File: config.mk
export PLATFORM = sky130hd
export DESIGN_NAME = mux_scan_ctrl
export DESIGN_NICKNAME = d
export VERILOG_FILES = /design/src/rtl/mux_scan_pkg.sv /design/src/rtl/dwell_counter.sv /design/src/rtl/mux_scan_ctrl.sv
export SDC_FILE = /design/constraint.sdc
export NUM_CORES = 1
export LEC_CHECK = 0
export CAP_MARGIN = 5
export CELL_PAD_IN_SITES_DETAIL_PLACEMENT = 0
export CELL_PAD_IN_SITES_GLOBAL_PLACEMENT = 1
export CORE_MARGIN = 3
export CORE_UTILIZATION = 41
export DETAILED_ROUTE_END_ITERATION = 6
export HOLD_SLACK_MARGIN = 0.03
export PLACE_DENSITY = 0.86
export SYNTH_ARGS = -nofsm -noshare
export SYNTH_HDL_FRONTEND = slang
export SYNTH_SLANG_ARGS = --single-unit
File: constraint.sdc
create_clock -name clk -period 2.07 [get_ports clk]
set_input_delay 0.414 -clock clk [delete_from_list [all_inputs] [get_ports clk]]
set_output_delay 0.414 -clock clk [all_outputs]
set_load 0.02 [all_outputs]
File: src/rtl/mux_scan_pkg.sv
// mux_scan_pkg
// Shared definitions for the mux scan sequencer: FSM state encoding, channel
// count, select width and the default sample width.
package mux_scan_pkg;

    typedef enum logic [1:0] {
        IDLE = 2'd0,
        SCAN = 2'd1,
        DONE = 2'd2
    } scan_state_t;

    localparam int N_CH           = 4;
    localparam int SEL_W          = 2;
    localparam int DEFAULT_DATA_W = 2;

endpackage

File: src/rtl/dwell_counter.sv
// dwell_counter
// Counts the cycles spent on one mux channel. The counter runs from 0 to
// DWELL-1 while enabled and clears itself after reaching DWELL-1, so it never
// wraps.
// Ports:
//   clk  - clock
//   rst  - synchronous active-high reset
//   clr  - force the count back to zero (highest priority after reset)
//   en   - advance the count this cycle
//   last - count is at DWELL-1 (end of the current dwell)
module dwell_counter #(
    parameter int DWELL = 4
) (
    input  logic clk,
    input  logic rst,
    input  logic clr,
    input  logic en,
    output logic last
);

    localparam int CNT_W = $clog2(DWELL + 1);
    localparam logic [CNT_W-1:0] LAST_VAL = CNT_W'(DWELL - 1);

    logic [CNT_W-1:0] cnt_q;
    logic [CNT_W-1:0] cnt_d;

    assign last = (cnt_q == LAST_VAL);

    always_comb begin
        cnt_d = cnt_q;
        if (clr) begin
            cnt_d = '0;
        end else if (en) begin
            cnt_d = last ? '0 : cnt_q + CNT_W'(1);
        end
    end

    always_ff @(posedge clk) begin
        if (rst) begin
            cnt_q <= '0;
        end else begin
            cnt_q <= cnt_d;
        end
    end

endmodule

File: src/rtl/mux_scan_ctrl.sv
// mux_scan_ctrl
// Drives the select of a 4:1 mux, dwells DWELL cycles on each channel,
// samples the mux output at the end of each dwell into shadow slots and
// publishes all four slots at once as snap_data, with a one-cycle done pulse.
// Supports one-shot and continuous scanning, plus abort.
// Ports:
//   clk, rst   - clock, synchronous active-high reset
//   start      - begin a scan (only honoured in IDLE)
//   cont       - rescan immediately after a snapshot when high
//   stop       - abort to IDLE from any state
//   y          - mux output for the current sel
//   sel        - mux select
//   busy       - scan in progress (SCAN or DONE)
//   done       - snapshot published this cycle
//   snap_data  - last published snapshot, slot k at [k*DATA_W +: DATA_W]
module mux_scan_ctrl
    import mux_scan_pkg::*;
#(
    parameter int DATA_W = DEFAULT_DATA_W,
    parameter int DWELL  = 4
) (
    input  logic                     clk,
    input  logic                     rst,
    input  logic                     start,
    input  logic                     cont,
    input  logic                     stop,
    input  logic [DATA_W-1:0]        y,
    output logic [SEL_W-1:0]         sel,
    output logic                     busy,
    output logic                     done,
    output logic [N_CH*DATA_W-1:0]   snap_data
);

    scan_state_t              state_q;
    scan_state_t              state_d;
    logic [SEL_W-1:0]         sel_q;
    logic [SEL_W-1:0]         sel_d;
    logic [DATA_W-1:0]        shadow_q [N_CH];
    logic [DATA_W-1:0]        shadow_d [N_CH];
    logic [N_CH*DATA_W-1:0]   snap_q;
    logic [N_CH*DATA_W-1:0]   snap_d;

    logic cnt_clr;
    logic cnt_en;
    logic cnt_last;
    logic capture;
    logic publish;

    dwell_counter #(
        .DWELL (DWELL)
    ) u_dwell (
        .clk  (clk),
        .rst  (rst),
        .clr  (cnt_clr),
        .en   (cnt_en),
        .last (cnt_last)
    );

    // The counter only runs in SCAN; everywhere else (and on abort) it is
    // held at zero so every scan starts with a full dwell on channel 0.
    assign cnt_en  = (state_q == SCAN);
    assign cnt_clr = (state_q != SCAN) || stop;

    always_comb begin
        state_d = state_q;
        sel_d   = sel_q;
        capture = 1'b0;
        case (state_q)
            IDLE: begin
                sel_d = '0;
                if (start) begin
                    state_d = SCAN;
                end
            end
            SCAN: begin
                if (cnt_last) begin
                    capture = 1'b1;
                    if (sel_q == SEL_W'(N_CH - 1)) begin
                        state_d = DONE;
                        sel_d   = '0;
                    end else begin
                        sel_d = sel_q + SEL_W'(1);
                    end
                end
            end
            DONE: begin
                sel_d   = '0;
                state_d = cont ? SCAN : IDLE;
            end
            default: begin
                state_d = IDLE;
                sel_d   = '0;
            end
        endcase
        // Abort wins over everything except reset and discards the capture.
        if (stop) begin
            state_d = IDLE;
            sel_d   = '0;
            capture = 1'b0;
        end
    end

    // Publishing happens on the edge that captures the last channel, so the
    // snapshot is already valid during the DONE cycle. shadow_d carries the
    // final channel's fresh sample, keeping the snapshot coherent.
    assign publish = capture && (sel_q == SEL_W'(N_CH - 1));

    generate
        for (genvar gi = 0; gi < N_CH; gi++) begin : g_slot
            assign shadow_d[gi] = (capture && (sel_q == SEL_W'(gi))) ? y : shadow_q[gi];
            assign snap_d[gi*DATA_W +: DATA_W] =
                publish ? shadow_d[gi] : snap_q[gi*DATA_W +: DATA_W];

            always_ff @(posedge clk) begin
                if (rst) begin
                    shadow_q[gi] <= '0;
                end else begin
                    shadow_q[gi] <= shadow_d[gi];
                end
            end
        end
    endgenerate

    always_ff @(posedge clk) begin
        if (rst) begin
            state_q <= IDLE;
            sel_q   <= '0;
            snap_q  <= '0;
        end else begin
            state_q <= state_d;
            sel_q   <= sel_d;
            snap_q  <= snap_d;
        end
    end

    assign sel       = sel_q;
    assign busy      = (state_q != IDLE);
    assign done      = (state_q == DONE);
    assign snap_data = snap_q;

endmodule
==> out/results.ini, run 1 <==
[outcome]
status = completed

[drt]
num_vias = 748
wl_per_cell_microns = 12.99
ant_nets = 0
drt_iter0_drc = 8
drc_errors = 0
via_per_inst = 5.268
drt-pass1-iter-count = 4
routed_wl_microns = 1844

[setup_path]
endpoint_kind = primary output
criticalPathCategory = reg2out
crit_required_ns = 1.66
startpoint_type = flip-flop
crit_arrival_ns = 1.53
cp_max_fo = 7

[sta]
rsz0062_at_grt = false
maxSlewViolCount = 0
relSlewSlack_pct = 70.99
fin_crit_sh_pct = 94.10
max_freq_mhz = 513.4
final.setup.tns_ns = 0
finalHoldViolations = 0
final.setup_skew_ns = 0.004445
max_slew.worst_pin.slew_ns = 0.4347
layout_min_cycle_time_ns = 1.948
setup_violations = 0

[placed_design]
portBuffers = 18
placed_cells = 138
gp_congestion = 0.7496
dp_hpwl_microns = 1394

[yosys]
yosys_warnings = 0
netlist_area_sq_um = 967.2
synth-seq-area-share_pct = 43.47
synth_cells = 95
synth-seq-cells = 21
ys_types = 24
synth_area_leaders = dfxtp_1 (43%), mux2i_1 (14%), nand2b_1 (7.1%), ha_1 (6.5%), a211oi_1 (5.4%)
syn-num-nets = 107
synth_top_area_share_pct = 43.47
async_reset_ff_share_pct = 0
synth_edf_count = 0
synth_top_area_cell = dfxtp_1
syn_avg_cell_area_sq_um = 10.18
synth_ff_type = dfxtp_1

[power]
p_sw_share_pct = 21.14
p_sw_uw = 134.7
p_leak_uw = 0.0004540
pwr-share-comb_pct = 6.3
max-vdd-ir-drop_v = 0.0002981
power_density_mw_per_mm2 = 527.8
p_int_uw = 502.6
fin_total_pwr_uw = 637.3
p_seq_share_pct = 63.8
pwr-share-clk_pct = 29.9

[finish]
diodes = 0
drive_gt1_share_pct = 9.565
final_common_cell = dfxtp_1
finalNonFillerCells = 142
syn2layout_area_growth_pct = 24.84
final_util_pct = 57.44
mostFrequentLayoutCells = dfxtp_1 (21), clkdlybuf4s50_1 (18), mux2i_1 (14)
fin_nets = 128

[floorplan]
boundaryPins = 19
die_area_sq_mm = 0.002978
initial_core_util_pct = 46.01
coreArea_sq_mm = 0.002102
num_rows = 16
die_w_microns = 54.57
dieHeight_microns = 54.57

[clocking]
cts_max_level = 1
clkSlewWorstSetupHoldPaths_ns = 0.11
cts_root_buf = clkbuf_4
postCtsSetupBuffers = 0
clock_sinks = 21
cts_tree = built
clk_latency_ns = 0.30
cts_made_buffers = 3
cts_buffer_depth = 2
cts-hold-fix-buffers = 0
cts-resized-gates = 0

[global_routing]
grt_pass1_vias = 702
overflow = 0
grt_pass1_wl_microns = 3063
grt_usage_pct = 14.67
grt_max_degree = 13
antenna_found_initial = 0

[run]
cap_violations = 0

[worst_hold_path]
hp-class = reg2reg

==> area by class of cell <==
class	count	area [sq um]
clock buffer	4	26.28
fill	201	894.6
inverter	2	7.507
multi-input combinational	68	524.3
sequential	21	420.4
tap	27	33.78
timing repair buffer	20	195.2
==> kinds of logic after synthesis <==
kind of cell    count (synthesis)  synth area share, %
compound gates                 16                10.35
fa+ha+maj                       5                6.468
buf+inv                         6                2.328
flops                          21                43.47
mux                            14                14.49
simple gates                   33                22.90
==> worst paths after layout <==
check,start,to,slack (ns),cells after the start
worst max-delay path,state_q[1]$_SDFFE_PP0P_,done,0.12,2
worst min-delay path,u_dwell.cnt_q[0]$_SDFFE_PP0P_,u_dwell.cnt_q[0]$_SDFFE_PP0P_,0.43,1
worst max register to register,sel[0]$_SDFFE_PP0N_,snap_data[5]$_SDFFE_PP0P_,0.61,4
worst min register to register,u_dwell.cnt_q[0]$_SDFFE_PP0P_,u_dwell.cnt_q[0]$_SDFFE_PP0P_,0.43,1
==> worst max-delay path: stages (launching register included) <==
cell	delay (ns)
dfxtp_1	0.47
and2b_2	0.18
clkdlybuf4s50_1	0.59
==> state kept, by name, indices dropped and copies added, names as in the netlist <==
signal         cells
shadow_q           6
state_q            2
sel                2
u_dwell.cnt_q      3
snap_data          8
==> through the flow <==
stage / hold WS [ns] / instance area [sq um] / worst slack [ns]
floorplan: 0.4084 / 967.2 / 0.6412
global placement: 0.4170 / 1181 / 0.2206
CTS: 0.4433 / 1207 / 0.1166
finish: 0.4346 / 1207 / 0.1221
global route: 0.4768 / 1207 / 0.03602
detailed placement: 0.4279 / 1181 / 0.2188
==> power by group through the flow <==
stage	clock network [uW]	registers, uW	logic [uW]
floorplan	0	415	19.2
global placement	0	416	40.2
detailed placement	0	416	39.9
CTS	198	407	40.3
global route	218	407	43.4
finish	190	407	40.3
==> cells in the mapped netlist (2+ instances only) <==
| master | instances |
|---|---|
| nand2b_1 | 11 |
| and2b_2 | 2 |
| clkbuf_1 | 4 |
| inv_1 | 2 |
| nor2_1 | 3 |
| a211oi_1 | 7 |
| a21oi_1 | 6 |
| nor3_1 | 2 |
| ha_1 | 5 |
| o21ai_0 | 2 |
| dfxtp_1 | 21 |
| nor3b_1 | 2 |
| mux2i_1 | 14 |
| nand3_1 | 3 |
| or3_1 | 2 |
==> layer usage <==
layer	part of all wire (%)	track usage, %	vias up
met3	4.7	2.452	2
met2	44	24.10	16
li1	-	-	379
met4	0.98	7.469	0
met5	0	0	-
met1	50	18.30	351
Note: power is estimated with default switching activity, not from simulation.
==> run 2, diff against run 1 <==
--- a/config.mk
+++ b/config.mk
@@ -13,6 +13,7 @@
 export DETAILED_ROUTE_END_ITERATION = 6
 export HOLD_SLACK_MARGIN = 0.03
 export PLACE_DENSITY = 0.86
+export SLEW_MARGIN = 20
 export SYNTH_ARGS = -nofsm -noshare
 export SYNTH_HDL_FRONTEND = slang
 export SYNTH_SLANG_ARGS = --single-unit
==> results of run 2 <==
No change in the layout: final DEF, timing and power equal those of run 1.
==> run 3, diff against run 2 <==
--- a/config.mk
+++ b/config.mk
@@ -13,6 +13,7 @@
 export DETAILED_ROUTE_END_ITERATION = 6
 export HOLD_SLACK_MARGIN = 0.03
 export PLACE_DENSITY = 0.86
+export RECOVER_POWER = 25
 export SLEW_MARGIN = 20
 export SYNTH_ARGS = -nofsm -noshare
 export SYNTH_HDL_FRONTEND = slang
==> run 3 against run 2 <==
Effect of this change: final area decreased by 0.52%; critical path type unchanged; clock skew hardly changed; final cell count stayed put; sequential cell count is the same; via count fell by 0.67%; non-clock buffer count did not move.
==> out/results.ini, run 3 (synthesis gave the netlist of run 1 again) <==
[sta]
max_freq_mhz = 522.9
rsz0062_at_grt = false
final.setup.tns_ns = 0
finalHoldViolations = 0
layout_min_cycle_time_ns = 1.912
max_slew.worst_pin.slew_ns = 0.6518
maxSlewViolCount = 0
relSlewSlack_pct = 56.36
setup_violations = 0
final.setup_skew_ns = 0.004245
fin_crit_sh_pct = 92.38

[placed_design]
gp_congestion = 0.7496
placed_cells = 138
dp_hpwl_microns = 1394
portBuffers = 18

[worst_hold_path]
hp-class = reg2reg
hold_depth = 1
hold_end = u_dwell.cnt_q[0]$_SDFFE_PP0P_
worstHoldStart = u_dwell.cnt_q[0]$_SDFFE_PP0P_

[clocking]
postCtsSetupBuffers = 0
cts_max_level = 1
cts-hold-fix-buffers = 0
cts_tree = built
clock_sinks = 21
cts_root_buf = clkbuf_4
clkSlewWorstSetupHoldPaths_ns = 0.11
cts-resized-gates = 0
clk_latency_ns = 0.29
cts_buffer_depth = 2
cts_made_buffers = 3

[finish]
drive_gt1_share_pct = 9.565
finalNonFillerCells = 142
diodes = 0
largest_register_ffs = 8
syn2layout_area_growth_pct = 24.19
fin_nets = 128
final_common_cell = dfxtp_1
mostFrequentLayoutCells = dfxtp_1 (21), clkdlybuf4s50_1 (17), mux2i_1 (14)

[drt]
wl_per_cell_microns = 13.01
via_per_inst = 5.232
drc_errors = 0
drt-pass1-iter-count = 4
routed_wl_microns = 1847
ant_nets = 0
drt_iter0_drc = 8
num_vias = 743

[setup_path]
criticalPathCategory = reg2out
cp_max_fo = 7
path_cells = and2b_2, clkdlybuf4s50_1
startpoint_type = flip-flop
r2r-end = u_dwell.cnt_q[1]$_SDFFE_PP0P_
r2r_cells = 3
crit_arrival_ns = 1.50
cpPeakStageDelay_ns = 0.59
crit_required_ns = 1.66
endpoint_kind = primary output
rrSetupSlack_ns = 0.54
r2r-start = state_q[0]$_SDFFE_PP0P_
slowest_stage = clkdlybuf4s50_1

[floorplan]
coreArea_sq_mm = 0.002102
boundaryPins = 19
die_area_sq_mm = 0.002978
num_rows = 16
dieHeight_microns = 54.57
die_w_microns = 54.57
initial_core_util_pct = 46.01

[global_routing]
grt_usage_pct = 14.67
overflow = 0
antenna_found_initial = 0
grt_max_degree = 13
grt_pass1_vias = 702
grt_pass1_wl_microns = 3063

[run]
cap_violations = 0

[power]
p_leak_uw = 0.0004550
max-vdd-ir-drop_v = 0.0002979
power_density_mw_per_mm2 = 529.4

[outcome]
status = completed

==> run 3: cell count changes in the layout (fill, tap and decap cells not counted) <==
cell             before  now
clkdlybuf4s50_1      18   17
dlygate4sd3_1         0    1
nor3b_2               0    1
nor3b_4               1    0
==> run 3: worst max-delay path by stage <==
stage                                       start                       endpoint  slack, ns  cells after the start
after floorplan               sel[0]$_SDFFE_PP0N_      snap_data[0]$_SDFFE_PP0P_       0.64                      5
after global routing      state_q[1]$_SDFFE_PP0P_                           done       0.08                      2
after detailed placement                     stop      snap_data[7]$_SDFFE_PP0P_       0.22                      4
final                     state_q[1]$_SDFFE_PP0P_                           done       0.16                      2
after global placement                       stop  u_dwell.cnt_q[2]$_SDFFE_PP0P_       0.22                      4
after CTS                 state_q[1]$_SDFFE_PP0P_                           done       0.12                      2
==> run 3: worst max-delay path, delay by kind of cell, from the launching register on <==
| kind | cells | cell delay, ns |
|---|---|---|
| AND/OR/NAND/NOR | 1 | 0.17 |
| flip-flops | 1 | 0.45 |
| buffers and inverters | 1 | 0.59 |
==> run 3: metrics by stage <==
stage | hold WS [ns] | total power [uW] | util, % | area (sq um) | setup slack (ns)
after floorplan | 0.4084 | 434.7 | - | 967.2 | 0.6412
after global placement | 0.4170 | 456.0 | 56.19 | 1181 | 0.2206
after detailed placement | 0.4279 | 455.7 | 56.19 | 1181 | 0.2188
after CTS | 0.4433 | 645.1 | 57.44 | 1207 | 0.1166
after global routing | 0.4768 | 666.6 | 57.14 | 1201 | 0.07653
final | 0.4346 | 635.8 | 57.14 | 1201 | 0.1577
==> run 3: final cells by class <==
cell class | instances | area [sq um]
Clock buffer | 4 | 26.28
Tap cell | 27 | 33.78
Inverter | 2 | 7.507
Timing Repair Buffer | 20 | 195.2
Fill cell | 203 | 900.9
Sequential cell | 21 | 420.4
Multi-Input combinational cell | 68 | 518.0
==> run 3: layer usage <==
metal,global-route usage (%),vias to the layer above,wire (microns)
li1,-,379,-
met1,18.30,344,920
met2,24.10,18,811
met3,2.452,2,97
met4,7.469,0,18
met5,0,-,0
==> run 3: where the power goes <==
| group | switching [uW] | internal, uW | total, uW |
|---|---|---|---|
| Clock | 115 | 75.0 | 190 |
| Combinational | 17.8 | 21.3 | 39.2 |
| Sequential | 1.30 | 405 | 406 |
